===== src/rtl/mem_port_arbiter_pkg.sv =====
// ----------------------------------------------------------------------------
// mem_port_arbiter_pkg: shared encodings for the memory port arbiter | rev 1.0
// ----------------------------------------------------------------------------
`default_nettype none

package mem_port_arbiter_pkg;

  localparam logic [1:0] OWN_NONE = 2'b00;
  localparam logic [1:0] OWN_C    = 2'b01;
  localparam logic [1:0] OWN_D    = 2'b10;

  // Bit positions of the two requesters in req/grant vectors
  localparam int PORT_C = 0;
  localparam int PORT_D = 1;

  localparam int CNT_W = 3;

  typedef enum logic [1:0] {
    ST_IDLE  = 2'd0,
    ST_ISSUE = 2'd1,
    ST_WAIT  = 2'd2,
    ST_DONE  = 2'd3
  } arb_state_e;

endpackage

`default_nettype wire


===== src/rtl/mem_port_arbiter_rr_arb2.sv =====
// ----------------------------------------------------------------------------
// rr_arb2: combinational two-input round-robin grant (one-hot) | rev 1.0
// ----------------------------------------------------------------------------
`default_nettype none

module rr_arb2
  import mem_port_arbiter_pkg::*;
(
  input  logic [1:0] req,
  input  logic       last,
  output logic [1:0] grant
);

  // last = 1 means D won the previous grant, so a tie goes to C
  always_comb begin
    grant = req;
    if (&req) begin
      grant = 2'b00;
      grant[last ? PORT_C : PORT_D] = 1'b1;
    end
  end

endmodule

`default_nettype wire


===== src/rtl/mem_port_arbiter.sv =====
// ----------------------------------------------------------------------------
// mem_port_arbiter: shares one synchronous memory port between core and DMA | rev 1.0
// ----------------------------------------------------------------------------
`default_nettype none

module mem_port_arbiter
  import mem_port_arbiter_pkg::*;
#(
  parameter int ADDR_W  = 32,
  parameter int DATA_W  = 32,
  parameter int LATENCY = 1
) (
  input  logic              clk,
  input  logic              rst,
  input  logic              c_req,
  input  logic              c_we,
  input  logic [ADDR_W-1:0] c_addr,
  input  logic [DATA_W-1:0] c_wdata,
  output logic              c_ack,
  input  logic              d_req,
  input  logic              d_we,
  input  logic [ADDR_W-1:0] d_addr,
  input  logic [DATA_W-1:0] d_wdata,
  output logic              d_ack,
  output logic [DATA_W-1:0] rdata,
  output logic [1:0]        owner,
  output logic              mem_en,
  output logic              mem_we,
  output logic [ADDR_W-1:0] mem_addr,
  output logic [DATA_W-1:0] mem_wdata,
  input  logic [DATA_W-1:0] mem_rdata
);

  generate
    if (LATENCY < 1 || LATENCY > (1 << CNT_W) - 1) begin : g_latency_check
      $error("mem_port_arbiter: LATENCY must be in 1..7");
    end
  endgenerate

  arb_state_e        state_q, state_d;
  logic              last_q, last_d;
  logic [CNT_W-1:0]  cnt_q, cnt_d;
  logic [1:0]        owner_q, owner_d;
  logic              c_ack_q, c_ack_d;
  logic              d_ack_q, d_ack_d;
  logic              mem_en_q, mem_en_d;
  logic              mem_we_q, mem_we_d;
  logic [ADDR_W-1:0] mem_addr_q, mem_addr_d;
  logic [DATA_W-1:0] mem_wdata_q, mem_wdata_d;
  logic [DATA_W-1:0] rdata_q, rdata_d;
  logic [1:0]        grant;

  rr_arb2 u_rr_arb2 (
    .req   ({d_req, c_req}),
    .last  (last_q),
    .grant (grant)
  );

  always_comb begin
    state_d     = state_q;
    last_d      = last_q;
    cnt_d       = cnt_q;
    owner_d     = owner_q;
    c_ack_d     = 1'b0;
    d_ack_d     = 1'b0;
    mem_en_d    = 1'b0;
    mem_we_d    = mem_we_q;
    mem_addr_d  = mem_addr_q;
    mem_wdata_d = mem_wdata_q;
    rdata_d     = rdata_q;

    case (state_q)
      ST_IDLE: begin
        if (|grant) begin
          owner_d     = grant[PORT_D] ? OWN_D : OWN_C;
          last_d      = grant[PORT_D];
          mem_en_d    = 1'b1;
          mem_we_d    = grant[PORT_D] ? d_we    : c_we;
          mem_addr_d  = grant[PORT_D] ? d_addr  : c_addr;
          mem_wdata_d = grant[PORT_D] ? d_wdata : c_wdata;
          state_d     = ST_ISSUE;
        end
      end
      ST_ISSUE: begin
        if (mem_we_q) begin
          c_ack_d = (owner_q == OWN_C);
          d_ack_d = (owner_q == OWN_D);
          state_d = ST_DONE;
        end else begin
          cnt_d   = CNT_W'(LATENCY - 1);
          state_d = ST_WAIT;
        end
      end
      ST_WAIT: begin
        // Counter at zero marks the cycle in which mem_rdata is valid
        if (cnt_q == '0) begin
          rdata_d = mem_rdata;
          c_ack_d = (owner_q == OWN_C);
          d_ack_d = (owner_q == OWN_D);
          state_d = ST_DONE;
        end else begin
          cnt_d = cnt_q - 1'b1;
        end
      end
      ST_DONE: begin
        owner_d = OWN_NONE;
        state_d = ST_IDLE;
      end
      default: state_d = ST_IDLE;
    endcase
  end

  always_ff @(posedge clk or posedge rst) begin
    if (rst) begin
      state_q     <= ST_IDLE;
      last_q      <= 1'b1;
      cnt_q       <= '0;
      owner_q     <= OWN_NONE;
      c_ack_q     <= 1'b0;
      d_ack_q     <= 1'b0;
      mem_en_q    <= 1'b0;
      mem_we_q    <= 1'b0;
      mem_addr_q  <= '0;
      mem_wdata_q <= '0;
      rdata_q     <= '0;
    end else begin
      state_q     <= state_d;
      last_q      <= last_d;
      cnt_q       <= cnt_d;
      owner_q     <= owner_d;
      c_ack_q     <= c_ack_d;
      d_ack_q     <= d_ack_d;
      mem_en_q    <= mem_en_d;
      mem_we_q    <= mem_we_d;
      mem_addr_q  <= mem_addr_d;
      mem_wdata_q <= mem_wdata_d;
      rdata_q     <= rdata_d;
    end
  end

  assign c_ack     = c_ack_q;
  assign d_ack     = d_ack_q;
  assign rdata     = rdata_q;
  assign owner     = owner_q;
  assign mem_en    = mem_en_q;
  assign mem_we    = mem_we_q;
  assign mem_addr  = mem_addr_q;
  assign mem_wdata = mem_wdata_q;

endmodule

`default_nettype wire


===== config.mk =====
export PLATFORM = sky130hd
export DESIGN_NAME = mem_port_arbiter
export DESIGN_NICKNAME = d
export VERILOG_FILES = /design/src/rtl/mem_port_arbiter_pkg.sv /design/src/rtl/mem_port_arbiter_rr_arb2.sv /design/src/rtl/mem_port_arbiter.sv
export SDC_FILE = /design/constraint.sdc
export NUM_CORES = 1
export LEC_CHECK = 0
export CAP_MARGIN = 10
export CORE_MARGIN = 3
export CORE_UTILIZATION = 40
export CTS_BUF_LIST = sky130_fd_sc_hd__clkbuf_2
export DETAILED_ROUTE_END_ITERATION = 6
export HOLD_SLACK_MARGIN = 0.1
export PLACE_DENSITY = 0.79
export SLEW_MARGIN = 20
export SYNTH_ARGS = -nofsm -noshare
export SYNTH_HDL_FRONTEND = slang
export SYNTH_SLANG_ARGS = --single-unit

===== constraint.sdc =====
create_clock -name clk -period 4.1 [get_ports clk]
set_clock_uncertainty 0.15 [all_clocks]
set_input_delay 0.82 -clock clk [delete_from_list [all_inputs] [get_ports clk]]
set_output_delay 0.82 -clock clk [all_outputs]
set_load 0.1 [all_outputs]

==> results of run 1 <==
==> per-layer routing <==
metal	global-route usage, %	wire (um)	up-vias
met1	22.1	5050	1908
met2	35.7	7320	177
met5	0	0	-
met4	6.03	180	0
li1	-	-	1979
met3	7.31	1480	15
==> cell usage after synthesis (all sizes together) <==
cell type and instances:
nor3b 4, o22a 1, buf 14, a21bo 2
inv 6, a22oi 1, mux2i 65, o221ai 2
dfstp 1, a31oi 1, a2bb2oi 1, dfrtp 107
a22o 2, nand4bb 1, nand2b 4, nor2b 1
a311oi 1, nor2 4, clkbuf 12, a21oi 3
nand3b 2, nand2 69, nand3 1, ha 7
nor3 1, mux2 33, o211a 1, and2 2
o21ai 69, a221oi 1
==> through the flow <==
| stage | setup slack [ns] | cells | hold slack (ns) |
|---|---|---|---|
| 5_1_grt | 0.726 | 826 | 0.397 |
| 3_3_place_gp | 1.17 | 810 | 0.318 |
| 6_report | 0.867 | 826 | 0.373 |
| 2_1_floorplan | 0.286 | 419 | 0.354 |
| 3_5_place_dp | 1.07 | 810 | 0.325 |
| 4_1_cts | 0.781 | 826 | 0.380 |
==> flip-flops by register name, summed over array words and instances (netlist names), 2 cells and up <==
register / cells
mem_addr: 32
mem_wdata: 32
cnt_q: 3
state_q: 2
rdata: 32
owner: 2
==> logic make-up after synthesis <==
| kind of cell | synth area share, % |
|---|---|
| adder cells (fa/ha/maj) | 1.80 |
| flip-flops | 55.5 |
| buffers and inverters | 4.08 |
| AND/OR/NAND/NOR | 7.88 |
| AO/OA/AOI/OAI | 9.81 |
| multiplexers | 21.0 |
==> area by class of cell <==
cell class | instances | share of cell area [%]
Clock buffer | 9 | 0.576
Clock inverter | 7 | 1.57
Inverter | 6 | 0.320
Multi-Input combinational cell | 279 | 25.4
Sequential cell | 108 | 34.6
Tap cell | 143 | 2.29
Timing Repair Buffer | 274 | 35.3
==> final timing paths <==
| path | depth (start not counted) | endpoint | startpoint |
|---|---|---|---|
| setup / recovery | 1 | mem_we | mem_we |
| hold / removal | 2 | mem_addr[18] | mem_addr[18] |
| setup reg to reg | 6 | d_ack | state_q[0] |
| hold reg to reg | 2 | mem_addr[18] | mem_addr[18] |
| max in group asynchronous | 3 | mem_wdata[6] | rst |
| min in group asynchronous | 2 | rdata[19] | rst |
==> flow_summary.html, run 1 <==
<table>
<tr><th>Metric</th><th>Value</th></tr>
<tr><th colspan="2">Outcome</th></tr>
<tr><td>Status</td><td>finished clean</td></tr>
<tr><th colspan="2">CTS</th></tr>
<tr><td>Max clock buf depth</td><td>2</td></tr>
<tr><td>Clock input transition at the sequential cells of the worst setup and hold paths</td><td>0.28 ns</td></tr>
<tr><td>Root Buffer Master</td><td>sky130_fd_sc_hd__clkbuf_2</td></tr>
<tr><td>Sink count of the clock tree</td><td>108</td></tr>
<tr><td>Setup Buffers After CTS</td><td>0</td></tr>
<tr><td>Clock latency reported for the late side of the worst-skew pair</td><td>between 0.5 and 0.6 ns</td></tr>
<tr><td>Post-CTS Resized</td><td>0</td></tr>
<tr><td>Count of hold-fix buffers inserted at cts</td><td>0</td></tr>
<tr><td>CTS tree</td><td>built</td></tr>
<tr><td>H-tree depth</td><td>3</td></tr>
<tr><td>CTS buffer count</td><td>9</td></tr>
<tr><th colspan="2">STA</th></tr>
<tr><td>Slew HR</td><td>31.7%</td></tr>
<tr><td>Count of final hold-check violations</td><td>0</td></tr>
<tr><td>Final count of negative-setup-slack endpoints</td><td>0</td></tr>
<tr><td>Worst-Margin Slew</td><td>1.02 ns</td></tr>
<tr><td>Pins over their slew limit</td><td>0</td></tr>
<tr><td>Fin Setup TNS</td><td>0 ns</td></tr>
<tr><td>Setup repair after global routing missed its margin</td><td>false</td></tr>
<tr><td>Period minus WS final</td><td>~3.2 ns</td></tr>
<tr><td>Fraction of the cycle the final worst path needs</td><td>78.8%</td></tr>
<tr><td>Max Freq</td><td>309 MHz</td></tr>
<tr><th colspan="2">Worst setup path</th></tr>
<tr><td>Max stage delay cell, worst path</td><td>sky130_fd_sc_hd__clkdlybuf4s50_1</td></tr>
<tr><td>Worst path top cell family by delay</td><td>buffers and inverters</td></tr>
<tr><td>Cell chain of the critical path</td><td>clkdlybuf4s50_1</td></tr>
<tr><td>CP Max Fanout</td><td>7</td></tr>
<tr><td>Startpoint types</td><td>flop</td></tr>
<tr><td>Largest incremental delay on the critical path</td><td>1.18 ns</td></tr>
<tr><td>Kind of capture point of the worst setup path</td><td>output pin</td></tr>
<tr><td>WS Path Type</td><td>reg -&gt; out</td></tr>
<tr><td>Critical path data arrival time</td><td>2.26 ns</td></tr>
<tr><td>Register-to-register setup slack</td><td>1.99 ns</td></tr>
<tr><td>Buffer and inverter count on the worst path</td><td>1</td></tr>
<tr><td>Data required time at the worst endpoint</td><td>about 3.1 ns</td></tr>
<tr><th colspan="2">Yosys</th></tr>
<tr><td>Yosys reg bits</td><td>between 100 and 150</td></tr>
<tr><td>Top cells by area in the synthesized netlist</td><td>sky130_fd_sc_hd__dfrtp_1 (55%), sky130_fd_sc_hd__mux2i_1 (13%), sky130_fd_sc_hd__o21ai_1 (6.7%)</td></tr>
<tr><td>Syn Inst Count</td><td>between 400 and 500</td></tr>
<tr><td>Average footprint of a synthesized cell</td><td>11.6 um2</td></tr>
<tr><td>Synth top area share</td><td>54.9%</td></tr>
<tr><td>Cell taking the most area after synthesis</td><td>sky130_fd_sc_hd__dfrtp_1</td></tr>
<tr><td>Netlist Area Pre-Place</td><td>4870 um2</td></tr>
<tr><td>Post-synthesis sequential area ratio</td><td>55.5%</td></tr>
<tr><td>Distinct cell type count after synthesis</td><td>37</td></tr>
<tr><td>Syn Nets</td><td>592</td></tr>
<tr><td>Yosys Warn Count</td><td>0</td></tr>
<tr><th colspan="2">Global route</th></tr>
<tr><td>Global-route congestion overflow total</td><td>0</td></tr>
<tr><td>Number of global-route vias before repair</td><td>~4000</td></tr>
<tr><td>GRT Util Overall</td><td>19.9%</td></tr>
<tr><td>Number of antenna violations at the first check in global routing</td><td>0</td></tr>
<tr><td>Largest net degree at the start of global routing</td><td>55</td></tr>
<tr><td>First-pass GRT wire length</td><td>20900 um</td></tr>
<tr><th colspan="2">Placement</th></tr>
<tr><td>Final estimated routing congestion in global placement</td><td>about 0.78</td></tr>
<tr><td>Instance area after placement</td><td>7660 um2</td></tr>
<tr><td>Dpl hpwl</td><td>approximately 11000 um</td></tr>
<tr><td>Total of buffers placed on input and output ports</td><td>between 200 and 300</td></tr>
<tr><th colspan="2">Finish</th></tr>
<tr><td>Number of fill cells in the layout</td><td>911</td></tr>
<tr><td>Synth-to-Final Area Change</td><td>60.5%</td></tr>
<tr><td>Leading cell types in the layout, fill and taps excluded</td><td>sky130_fd_sc_hd__clkdlybuf4s50_1 (267), sky130_fd_sc_hd__dfrtp_1 (107), sky130_fd_sc_hd__nand2_1 (69), sky130_fd_sc_hd__mux2i_1 (65), sky130_fd_sc_hd__o21ai_1 (65)</td></tr>
<tr><td>Post-route cell area</td><td>7820 um2</td></tr>
<tr><td>Flip-flop and latch area</td><td>approximately 2700 um2</td></tr>
<tr><td>Area used by multi-input combinational logic</td><td>about 2000 um2</td></tr>
<tr><td>Commonest non-fill, non-tap cell in the layout</td><td>sky130_fd_sc_hd__clkdlybuf4s50_1</td></tr>
<tr><td>Diode count</td><td>0</td></tr>
<tr><td>Fin nets</td><td>851</td></tr>
<tr><td>Proportion of layout cells with a drive suffix above 1</td><td>6.44%</td></tr>
<tr><td>Layout Utilization</td><td>between 60 and 70%</td></tr>
<tr><th colspan="2">Route</th></tr>
<tr><td>Vias per cell</td><td>4.94</td></tr>
<tr><td>Count of routing violations after the opening detailed-route iteration</td><td>145</td></tr>
<tr><td>Post-route DRC</td><td>0</td></tr>
<tr><td>Per-cell routed wire length</td><td>17.0 um</td></tr>
<tr><td>TritonRoute pass-1 iters</td><td>5</td></tr>
<tr><td>Sum of routed wire length over all layers</td><td>~14000 um</td></tr>
<tr><td>Number of routed nets with antenna violations</td><td>0</td></tr>
<tr><td>Via count</td><td>between 4000 and 5000</td></tr>
<tr><th colspan="2">Die</th></tr>
<tr><td>Floorplan die width</td><td>116 um</td></tr>
<tr><td>Boundary Pins</td><td>268</td></tr>
<tr><td>Number of core rows</td><td>39</td></tr>
<tr><td>Floorplan Core Area</td><td>between 10000 and 15000 um2</td></tr>
<tr><td>Initial Utilization</td><td>between 40% and 50%</td></tr>
<tr><td>Total die area</td><td>13500 um2</td></tr>
<tr><td>Overall die height</td><td>116 um</td></tr>
<tr><th colspan="2">Worst hold path</th></tr>
<tr><td>Type of the worst min-delay path</td><td>reg -&gt; reg</td></tr>
<tr><th colspan="2">Job</th></tr>
<tr><td>Max cap viols</td><td>0</td></tr>
</table>
Power of run 1 is left out: the tool's default activity adds up to more than one toggle a clock period on the data nets, which glitch-free logic cannot reach.
==> inputs of run 2 (changes only) <==
CORE_UTILIZATION = 36   (was 40)
PLACE_DENSITY = 0.74   (was 0.79)
clock period = 2.6 ns   (was 4.1 ns; I/O delays follow)
==> run 2 against run 1 <==
Setup slack worse by 0.35 ns. First-iteration DRC count is 10% higher. Clock-buffer cell count rose by 2. Global-route usage fell by 2.0 points. Die area grew 11%. Cell count up 3.9%. Non-clock buffer count grew 3. Via count fell by 0.86%. Critical path type unchanged.
==> flow_summary.html, run 2 (same netlist as run 1, synthesis figures left out) <==
<table>
<tr><th>Metric</th><th>Value</th></tr>
<tr><th colspan="2">CTS</th></tr>
<tr><td>CTS tree</td><td>built</td></tr>
<tr><td>CTS buffer count</td><td>9 (unchanged)</td></tr>
<tr><td>Max clock buf depth</td><td>2 (unchanged)</td></tr>
<tr><td>Root Buffer Master</td><td>sky130_fd_sc_hd__clkbuf_2</td></tr>
<tr><td>H-tree depth</td><td>3 (unchanged)</td></tr>
<tr><td>Clock latency reported for the late side of the worst-skew pair</td><td>0.58 ns (about the same)</td></tr>
<tr><td>Sink count of the clock tree</td><td>108 (unchanged)</td></tr>
<tr><td>Post-CTS Resized</td><td>0 (unchanged)</td></tr>
<tr><td>Count of hold-fix buffers inserted at cts</td><td>1 (+1)</td></tr>
<tr><td>Setup Buffers After CTS</td><td>0 (unchanged)</td></tr>
<tr><td>Clock input transition at the sequential cells of the worst setup and hold paths</td><td>0.29 ns (about the same)</td></tr>
<tr><th colspan="2">STA</th></tr>
<tr><td>Period minus WS final</td><td>2.09 ns</td></tr>
<tr><td>Count of final hold-check violations</td><td>0 (unchanged)</td></tr>
<tr><td>Worst-Margin Slew</td><td>0.432 ns (-0.590 ns)</td></tr>
<tr><td>Fin Setup TNS</td><td>0 ns (unchanged)</td></tr>
<tr><td>Slew HR</td><td>71.1% (+39 points)</td></tr>
<tr><td>Worst hold slack after final layout</td><td>0.345 ns (-0.0282 ns)</td></tr>
<tr><td>Pins over their slew limit</td><td>0 (unchanged)</td></tr>
<tr><td>Final count of negative-setup-slack endpoints</td><td>0 (unchanged)</td></tr>
<tr><td>Setup repair after global routing missed its margin</td><td>false</td></tr>
<tr><td>Max Freq</td><td>480 MHz</td></tr>
<tr><td>Fraction of the cycle the final worst path needs</td><td>80.2%</td></tr>
<tr><th colspan="2">Placement</th></tr>
<tr><td>Final estimated routing congestion in global placement</td><td>0.772 (-0.49%)</td></tr>
<tr><td>Total of buffers placed on input and output ports</td><td>267 (unchanged)</td></tr>
<tr><td>Dpl hpwl</td><td>10800 um (-1.8%)</td></tr>
<tr><th colspan="2">Worst setup path</th></tr>
<tr><td>Data required time at the worst endpoint</td><td>1.93 ns (-1.20 ns)</td></tr>
<tr><td>Launching point of the worst reg2reg path</td><td>state_q[0]</td></tr>
<tr><td>Cell depth of the worst flop-to-flop path</td><td>6 (unchanged)</td></tr>
<tr><td>Buffer and inverter count on the worst path</td><td>1 (unchanged)</td></tr>
<tr><td>Kind of capture point of the worst setup path</td><td>output pin</td></tr>
<tr><td>CP Max Fanout</td><td>7 (unchanged)</td></tr>
<tr><td>WS Path Type</td><td>reg -&gt; out</td></tr>
<tr><td>Register-to-register setup slack</td><td>0.56 ns (-1.43 ns)</td></tr>
<tr><td>Critical path data arrival time</td><td>1.42 ns (-0.84 ns)</td></tr>
<tr><td>Worst reg2reg path endpoint</td><td>d_ack</td></tr>
<tr><td>Cell depth of the worst setup path</td><td>1 (unchanged)</td></tr>
<tr><td>Worst path top cell family by delay</td><td>flip-flops</td></tr>
<tr><td>Launching instance or port of the critical path</td><td>mem_we</td></tr>
<tr><td>CP endpoint</td><td>mem_we</td></tr>
<tr><td>Cell chain of the critical path</td><td>buf_4</td></tr>
<tr><td>Largest incremental delay on the critical path</td><td>0.51 ns (-0.67 ns)</td></tr>
<tr><td>Startpoint types</td><td>flop</td></tr>
<tr><td>Max stage delay cell, worst path</td><td>sky130_fd_sc_hd__dfrtp_1</td></tr>
<tr><th colspan="2">Global route</th></tr>
<tr><td>Largest net degree at the start of global routing</td><td>103 (+87%)</td></tr>
<tr><td>First-pass GRT wire length</td><td>20700 um (-0.76%)</td></tr>
<tr><td>Number of antenna violations at the first check in global routing</td><td>0 (unchanged)</td></tr>
<tr><td>GRT Util Overall</td><td>17.9% (-2.0 points)</td></tr>
<tr><td>Number of global-route vias before repair</td><td>4037 (-1.2%)</td></tr>
<tr><td>Global-route congestion overflow total</td><td>0 (unchanged)</td></tr>
<tr><th colspan="2">Finish</th></tr>
<tr><td>Synth-to-Final Area Change</td><td>55.8%</td></tr>
<tr><td>Area used by multi-input combinational logic</td><td>1990 um2 (unchanged)</td></tr>
<tr><td>Proportion of layout cells with a drive suffix above 1</td><td>21.4% (+15 points)</td></tr>
<tr><td>Diode count</td><td>0 (unchanged)</td></tr>
<tr><td>Flip-flop and latch area</td><td>2700 um2 (unchanged)</td></tr>
<tr><td>Commonest non-fill, non-tap cell in the layout</td><td>sky130_fd_sc_hd__clkdlybuf4s50_1</td></tr>
<tr><td>Fin nets</td><td>854 (+0.35%)</td></tr>
<tr><td>Number of fill cells in the layout</td><td>1119 (+23%)</td></tr>
<tr><td>Leading cell types in the layout, fill and taps excluded</td><td>sky130_fd_sc_hd__clkdlybuf4s50_1 (165), sky130_fd_sc_hd__dfrtp_1 (107), sky130_fd_sc_hd__buf_4 (106), sky130_fd_sc_hd__nand2_1 (69)</td></tr>
<tr><th colspan="2">Route</th></tr>
<tr><td>Via count</td><td>4044 (-0.86%)</td></tr>
<tr><td>Post-route DRC</td><td>0 (unchanged)</td></tr>
<tr><td>Sum of routed wire length over all layers</td><td>13800 um (-1.5%)</td></tr>
<tr><td>TritonRoute pass-1 iters</td><td>4 (-1)</td></tr>
<tr><td>Number of routed nets with antenna violations</td><td>0 (unchanged)</td></tr>
<tr><td>Per-cell routed wire length</td><td>16.1 um (-5.2%)</td></tr>
<tr><td>Vias per cell</td><td>4.71 (-4.6%)</td></tr>
<tr><td>Count of routing violations after the opening detailed-route iteration</td><td>160 (+10%)</td></tr>
<tr><th colspan="2">Die</th></tr>
<tr><td>Number of core rows</td><td>41 (+5.1%)</td></tr>
<tr><td>Floorplan Core Area</td><td>12900 um2 (+11%)</td></tr>
<tr><td>Initial Utilization</td><td>37.7% (-4.1 points)</td></tr>
<tr><td>Floorplan die width</td><td>122 um (+5.1%)</td></tr>
<tr><td>Overall die height</td><td>122 um (+5.1%)</td></tr>
<tr><td>Boundary Pins</td><td>268 (unchanged)</td></tr>
<tr><td>Total die area</td><td>15000 um2 (+11%)</td></tr>
<tr><th colspan="2">Worst hold path</th></tr>
<tr><td>Type of the worst min-delay path</td><td>in -&gt; reg</td></tr>
<tr><th colspan="2">Job</th></tr>
<tr><td>Max cap viols</td><td>0 (unchanged)</td></tr>
<tr><th colspan="2">Outcome</th></tr>
<tr><td>Status</td><td>finished clean</td></tr>
</table>
==> run 2: changes by cell type in the layout (fill, tap and decap cells not counted), moves of 2 or more <==
cell / before / now
sky130_fd_sc_hd__clkinv_2: 0 / 2
sky130_fd_sc_hd__clkbuf_2: 9 / 11
sky130_fd_sc_hd__inv_6: 2 / 0
sky130_fd_sc_hd__buf_4: 4 / 106
sky130_fd_sc_hd__clkdlybuf4s50_1: 267 / 165
sky130_fd_sc_hd__bufinv_16: 3 / 1
sky130_fd_sc_hd__buf_12: 3 / 5
==> run 2: metrics by stage <==
stage / cells / utilization [%] / cell area (um2) / setup slack [ns]
after floorplan: 419 / - / 4880 / 0.629
after global placement: 841 / 57.8 / 7480 / 0.271
after detailed placement: 841 / 57.8 / 7480 / 0.219
after CTS: 858 / 58.8 / 7600 / 0.431
after global routing: 858 / 58.8 / 7600 / 0.375
final: 858 / 58.8 / 7600 / 0.515
==> run 2: how the worst min path moves through the flow <==
stage	to	slack [ns]	start	depth (start not counted)
global route	mem_addr[10]	0.30	d_addr[10]	3
detailed placement	mem_addr[2]	0.33	mem_addr[2]	2
floorplan	cnt_q[1]	0.35	cnt_q[1]	2
finish	mem_addr[6]	0.34	d_addr[6]	3
global placement	mem_addr[10]	0.32	mem_addr[10]	2
CTS	mem_addr[31]	0.28	d_addr[31]	3
==> run 2: cell type report <==
type	instances	share of cell area (%)
tap	172	2.83
timing repair buffer	277	33.7
sequential	108	35.6
clock inverter	5	0.692
multi-input combinational	279	26.1
clock buffer	11	0.725
inverter	6	0.346
==> run 2: routing by layer <==
layer / up-vias / part of all wire (%) / GRT usage, %
li1: 1974 / - / -
met3: 18 / 8.8 / 5.48
met2: 170 / 50 / 30.9
met1: 1882 / 40 / 21.1
met4: 0 / 2.0 / 6.51
met5: - / 0 / 0
Power of run 2 is left out for the same reason.
